<file path="src/rtl/fetch_queue.sv">
// fetch_queue: instruction fetch front end with a req/ack memory port and a PC-tagged FIFO.
// Define FETCH_QUEUE_BYPASS_EN to forward an ack straight to the datapath when the FIFO is empty.
module fetch_queue #(
    parameter int DEPTH = 4
) (
    input  logic        CLK,
    input  logic        resetl,
    input  logic [63:0] startpc,
    input  logic        redirect,
    input  logic [63:0] redirectpc,
    output logic        mem_req,
    output logic [63:0] mem_addr,
    input  logic        mem_ack,
    input  logic [31:0] mem_rdata,
    output logic        inst_valid,
    input  logic        inst_ready,
    output logic [31:0] instruction,
    output logic [63:0] inst_pc,
    output logic [1:0]  dbg_state
);
    localparam int PW = (DEPTH > 1) ? $clog2(DEPTH) : 1;
    localparam int CW = PW + 1;
    localparam logic [CW-1:0] CNT_MAX = CW'(DEPTH);
    localparam logic [CW-1:0] CNT_ONE = CW'(1);
    localparam logic [PW-1:0] PTR_ONE = PW'(1);

    localparam logic [1:0] ST_START   = 2'd0;
    localparam logic [1:0] ST_IDLE    = 2'd1;
    localparam logic [1:0] ST_REQ     = 2'd2;
    localparam logic [1:0] ST_DISCARD = 2'd3;

    logic [1:0]    state;
    logic [63:0]   fetch_pc;
    logic [CW-1:0] count;
    logic [CW-1:0] cnt_next;
    logic [PW-1:0] rd_ptr;
    logic [PW-1:0] wr_ptr;
    logic [31:0]   q_ins [DEPTH];
    logic [63:0]   q_pc  [DEPTH];
    logic          fifo_valid;
    logic          ack_live;
    logic          push;
    logic          pop;

    assign dbg_state  = state;
    assign fifo_valid = (count != '0);
    // An ack only delivers a usable word in REQ and when no redirect is flushing the stream.
    assign ack_live   = (state == ST_REQ) && mem_ack && !redirect;
    assign pop        = fifo_valid && inst_ready;

`ifdef FETCH_QUEUE_BYPASS_EN
    logic bypass;
    assign bypass      = ack_live && !fifo_valid;
    assign inst_valid  = fifo_valid || bypass;
    assign instruction = bypass ? mem_rdata : q_ins[rd_ptr];
    assign inst_pc     = bypass ? fetch_pc  : q_pc[rd_ptr];
    assign push        = ack_live && !(bypass && inst_ready);
`else
    assign inst_valid  = fifo_valid;
    assign instruction = q_ins[rd_ptr];
    assign inst_pc     = q_pc[rd_ptr];
    assign push        = ack_live;
`endif

    always_comb begin
        cnt_next = count;
        if (push && !pop) begin
            cnt_next = count + CNT_ONE;
        end else if (pop && !push) begin
            cnt_next = count - CNT_ONE;
        end
    end

    always_ff @(posedge CLK or negedge resetl) begin
        if (!resetl) begin
            state    <= ST_START;
            fetch_pc <= '0;
            count    <= '0;
            rd_ptr   <= '0;
            wr_ptr   <= '0;
            mem_req  <= 1'b0;
            mem_addr <= '0;
        end else if (redirect) begin
            count    <= '0;
            rd_ptr   <= '0;
            wr_ptr   <= '0;
            fetch_pc <= {redirectpc[63:2], 2'b00};
            // An outstanding request must still see its ack; keep req/addr stable and drop the data later.
            if ((state == ST_REQ || state == ST_DISCARD) && !mem_ack) begin
                state <= ST_DISCARD;
            end else begin
                state   <= ST_IDLE;
                mem_req <= 1'b0;
            end
        end else begin
            count <= cnt_next;
            if (push) wr_ptr <= wr_ptr + PTR_ONE;
            if (pop)  rd_ptr <= rd_ptr + PTR_ONE;
            case (state)
                ST_START: begin
                    fetch_pc <= {startpc[63:2], 2'b00};
                    state    <= ST_IDLE;
                end
                ST_IDLE: begin
                    if (count < CNT_MAX) begin
                        mem_req  <= 1'b1;
                        mem_addr <= fetch_pc;
                        state    <= ST_REQ;
                    end
                end
                ST_REQ: begin
                    if (mem_ack) begin
                        fetch_pc <= fetch_pc + 64'd4;
                        if (cnt_next < CNT_MAX) begin
                            mem_addr <= fetch_pc + 64'd4;
                        end else begin
                            mem_req <= 1'b0;
                            state   <= ST_IDLE;
                        end
                    end
                end
                ST_DISCARD: begin
                    if (mem_ack) begin
                        mem_req <= 1'b0;
                        state   <= ST_IDLE;
                    end
                end
                default: state <= ST_START;
            endcase
        end
    end

    always_ff @(posedge CLK or negedge resetl) begin
        if (!resetl) begin
            for (int i = 0; i < DEPTH; i++) begin
                q_ins[i] <= '0;
                q_pc[i]  <= '0;
            end
        end else if (push) begin
            q_ins[wr_ptr] <= mem_rdata;
            q_pc[wr_ptr]  <= fetch_pc;
        end
    end

endmodule

</file>
<file path="config.mk">
export PLATFORM = sky130hd
export DESIGN_NAME = fetch_queue
export DESIGN_NICKNAME = d
export VERILOG_FILES = /design/src/rtl/fetch_queue.sv
export SDC_FILE = /design/constraint.sdc
export NUM_CORES = 1
export LEC_CHECK = 0
export ABC_AREA = 1
export CORE_MARGIN = 2
export CORE_UTILIZATION = 47
export DETAILED_ROUTE_END_ITERATION = 8
export PLACE_DENSITY = 0.78
export SLEW_MARGIN = 40
export SYNTH_ARGS = -nofsm -noshare
export SYNTH_HDL_FRONTEND = slang
export SYNTH_SLANG_ARGS = --single-unit
</file>
<file path="constraint.sdc">
create_clock -name CLK -period 4.83 [get_ports CLK]
set_input_delay 0.7245 -clock CLK [delete_from_list [all_inputs] [get_ports CLK]]
set_output_delay 0.7245 -clock CLK [all_outputs]
set_load 0.05 [all_outputs]
</file>
==> metrics.md <==
| Metric | Value |
|---|---|
| Setup Buffers After CTS | `0` |
| Die Width | `232.0 µm` |
| Die Span Y | `232.0 µm` |
| RePlAce Congestion | `0.9827` |
| Initial antenna violation count | `0` |
| Max cap viols | `0` |
| Largest net degree at the start of global routing | `190` |
| Final Critical Period | `4.029 ns` |
| Crit path DAT | `3.30 ns` |
| Detailed Place HPWL | `51.74 mm` |
| Port Buffers | `320` |
| Slew HR | `0.4299` |
| CTS root buf | `clkbuf_16` |
| CTS buffer count | `53` |
| Grt total ovfl | `0` |
| Hold buffer count at CTS | `0` |
| Syn-to-layout area delta | `22.32%` |
| PD cells | `679.5 nW/µm²` |
| Total Wirelength | `79.18 mm` |
| Setup ws final | `0.8007 ns` |
| H-Tree Depth | `2` |
| Startpoint of the worst setup timing path | `rd_ptr[0]` |
| Residual DRC | `0` |
| Initial Utilization | `0.4754` |
| First-pass GRT wire length | `122.8 mm` |
| Slowest Stage Delay on Critical Path | `0.95 ns` |
| Avg WL per Cell | `19.39 µm` |
| Tightest Pin Transition | `0.8552 ns` |
| I/O pin count | `329` |
| Die ar. | `53,840 µm²` |
| Hold Vio Cnt, Final | `0` |
| Post-route ant nets | `0` |
| Nets | `3,535` |
| Share of cells above drive strength 1 | `0.04290` |
| GRT Resource Usage Total | `0.2900` |
| Clk_skew | `0.03314 ns` |
| Pre-CTS setup slack | `1.248 ns` |
| Cell-by-cell trace of the critical path | `buf_12, o21ai_0, o22ai_1, clkdlybuf4s50_1` |
| Core area | `51,410 µm²` |
| RSZ-0062 raised after global routing | `false` |
| Achievable frequency | `0.2482 GHz` |
| Critical path type | `flip-flop to output port` |
| Crit path capture type | `output port` |
| Fillers | `4,618` |
| Count of cell types in the netlist | `35` |
| Vias per inst | `5.699` |
| Post-synthesis register bit count | `510` |
| Via count | `23,280` |
| Post-synthesis sequential area ratio | `0.5222` |
| Setup-failing EPs final | `0` |
| Post-CTS Resized | `0` |
| Post-Syn Area per Cell | `7.734 µm²` |
| Setup tns final | `0 ns` |
| Static Leakage | `13.67 nW` |
| CTS tree | `done` |
| Cells after Synth | `3,160` |
| Worst min path class | `input pin to async pin` |
| Row cnt | `83` |
| Worst vdd ir | `0.0004903 V` |
| Initial DRC count | `2,423` |
| Status | `complete, no violations` |
| Slowest cell on crit path | `clkdlybuf4s50_1` |
| Insertion delay to the later sink of the worst-skew pair | `0.61 ns` |
| Ys Warns | `0` |
| Clock Path Buffers | `3` |
| CTS clk-pin slew, worst paths | `0.06 ns` |
| Crit Path Max Fanout | `189` |
| Vias in the first global route | `21,620` |
| R2R Path Start | `dbg_state[0]` |
| Crit start category | `flip-flop` |
| Drt first pass iters | `6` |
| Num Clock Sinks | `510` |
| Fin. max-slew vios | `0` |
| Worst EP required | `4.11 ns` |
| Synthesized cell area | `24,440 µm²` |
| Final period utilization | `0.8342` |
area by class of cell:
| class | instances | area, µm² | share of cell area |
|---|---|---|---|
| antenna | 1 | 2.502 | 0.00008371 |
| clock buffer | 74 | 1528 | 0.05110 |
| clock inverter | 22 | 284.0 | 0.009501 |
| inverter | 143 | 539.3 | 0.01804 |
| multi-input combinational | 2303 | 10350 | 0.3461 |
| sequential | 510 | 12770 | 0.4271 |
| tap | 680 | 850.8 | 0.02846 |
| timing repair buffer | 351 | 3576 | 0.1196 |
cells in the final DEF (no fill, tap or decap), drive strengths merged, types with 3 or more instances in the layout:
| cell | netlist | layout |
|---|---|---|
| xor2 | 4 | 4 |
| bufinv | 0 | 6 |
| a21o | 5 | 5 |
| nand4 | 16 | 16 |
| ha | 8 | 8 |
| clkdlybuf4s50 | 0 | 318 |
| nand2 | 904 | 904 |
| nand3 | 92 | 92 |
| buf | 51 | 33 |
| conb | 1 | 4 |
| o211ai | 13 | 13 |
| o21ai | 719 | 719 |
| clkbuf | 156 | 74 |
| a21oi | 83 | 83 |
| clkinv | 2 | 10 |
| inv | 141 | 144 |
| nor2 | 343 | 343 |
| o22ai | 96 | 96 |
| and2 | 3 | 3 |
| clkinvlp | 0 | 5 |
| dfrtp | 510 | 510 |
state kept, by name, indices dropped and copies added, names as in the netlist:
signal,cells
count,3
dbg_state,2
fetch_pc,62
mem_addr,62
mem_req,1
q_ins,128
q_pc,248
rd_ptr,2
wr_ptr,2
where the power goes:
group	total, mW	switching [mW]	internal, mW
Sequential	6.03	0.777	5.25
Clock	4.27	1.74	2.53
Combinational	10.0	7.08	2.94
Total	20.3	9.60	10.7
synthesized netlist by cell type:
cell | count | area share
a21oi_1 | 83 | 0.017
nand3_1 | 92 | 0.019
nor3_1 | 2 | 0.00041
a22oi_1 | 1 | 0.00031
clkbuf_1 | 156 | 0.024
dfrtp_1 | 510 | 0.52
a21boi_2 | 1 | 0.00046
a21o_1 | 5 | 0.0015
and2_1 | 3 | 0.00077
nand4_1 | 16 | 0.0041
o21ai_1 | 7 | 0.0014
o22ai_1 | 96 | 0.025
buf_6 | 2 | 0.00092
nand3b_1 | 1 | 0.00031
conb_1 | 1 | 0.00015
o21a_1 | 2 | 0.00061
o221ai_1 | 1 | 0.00036
nand2_2 | 4 | 0.0010
inv_1 | 135 | 0.021
ha_1 | 8 | 0.0041
buf_1 | 9 | 0.0014
buf_2 | 28 | 0.0057
nor2_2 | 4 | 0.0010
xnor2_1 | 2 | 0.00072
nand2_1 | 900 | 0.14
o211ai_1 | 13 | 0.0040
nor2_1 | 339 | 0.052
a31oi_1 | 1 | 0.00026
a221oi_1 | 1 | 0.00036
clkinv_1 | 2 | 0.00031
xor2_1 | 4 | 0.0014
buf_4 | 12 | 0.0037
o21bai_1 | 1 | 0.00031
o21ai_0 | 712 | 0.15
inv_2 | 6 | 0.00092
path summary, 6_finish.rpt:
check / to / slack, ns / cells past startpoint
setup / recovery: inst_pc[31] / 0.80 / 4
hold / removal: q_ins[51] / 0.09 / 1
setup reg to reg: mem_addr[36] / 1.88 / 12
hold reg to reg: q_pc[67] / 0.48 / 2
max in group asynchronous: fetch_pc[52] / 3.42 / 3
min in group CLK: q_pc[67] / 0.48 / 2
per-layer routing:
layer	track usage	vias to the layer above	routed length (µm)
li1	-	10830	-
met1	0.4166	11190	34050
met2	0.4451	1090	35870
met3	0.04740	171	6434
met4	0.1018	0	2828
met5	0	-	0
critical path, delay by kind of cell, from the launching register on:
kind	cells	cell delay (ns)
buffers and inverters	2	1.54
AOI/OAI and AO/OA	2	0.62
DFF	1	0.44
stage by stage:
| step | hold WS [ns] | std cells | power (mW) | util | cell area [µm²] |
|---|---|---|---|---|---|
| floorplan | 0.4289 | 3163 | 12.36 | - | 24450 |
| global placement | 0.4601 | 3986 | 15.89 | 0.5451 | 28020 |
| detailed placement | 0.4641 | 3987 | 15.96 | 0.5462 | 28080 |
| CTS | 0.08556 | 4083 | 20.29 | 0.5814 | 29890 |
| global route | 0.1011 | 4083 | 21.29 | 0.5815 | 29890 |
| finish | 0.08938 | 4084 | 20.31 | 0.5816 | 29890 |
kinds of logic (layout without fill, tap and decap cells):
group,count (synthesis),in the layout,share of synthesized area
AND/OR/NAND/NOR,1361,1361,0.2168
AO/OA/AOI/OAI,924,924,0.1970
flip-flops,510,510,0.5222
buffers and inverters,350,590,0.05765
adder cells (fa/ha/maj),8,8,0.004096
XOR/XNOR,6,6,0.002150
other,1,5,0.0001534
(Power assumes the default switching activity.)
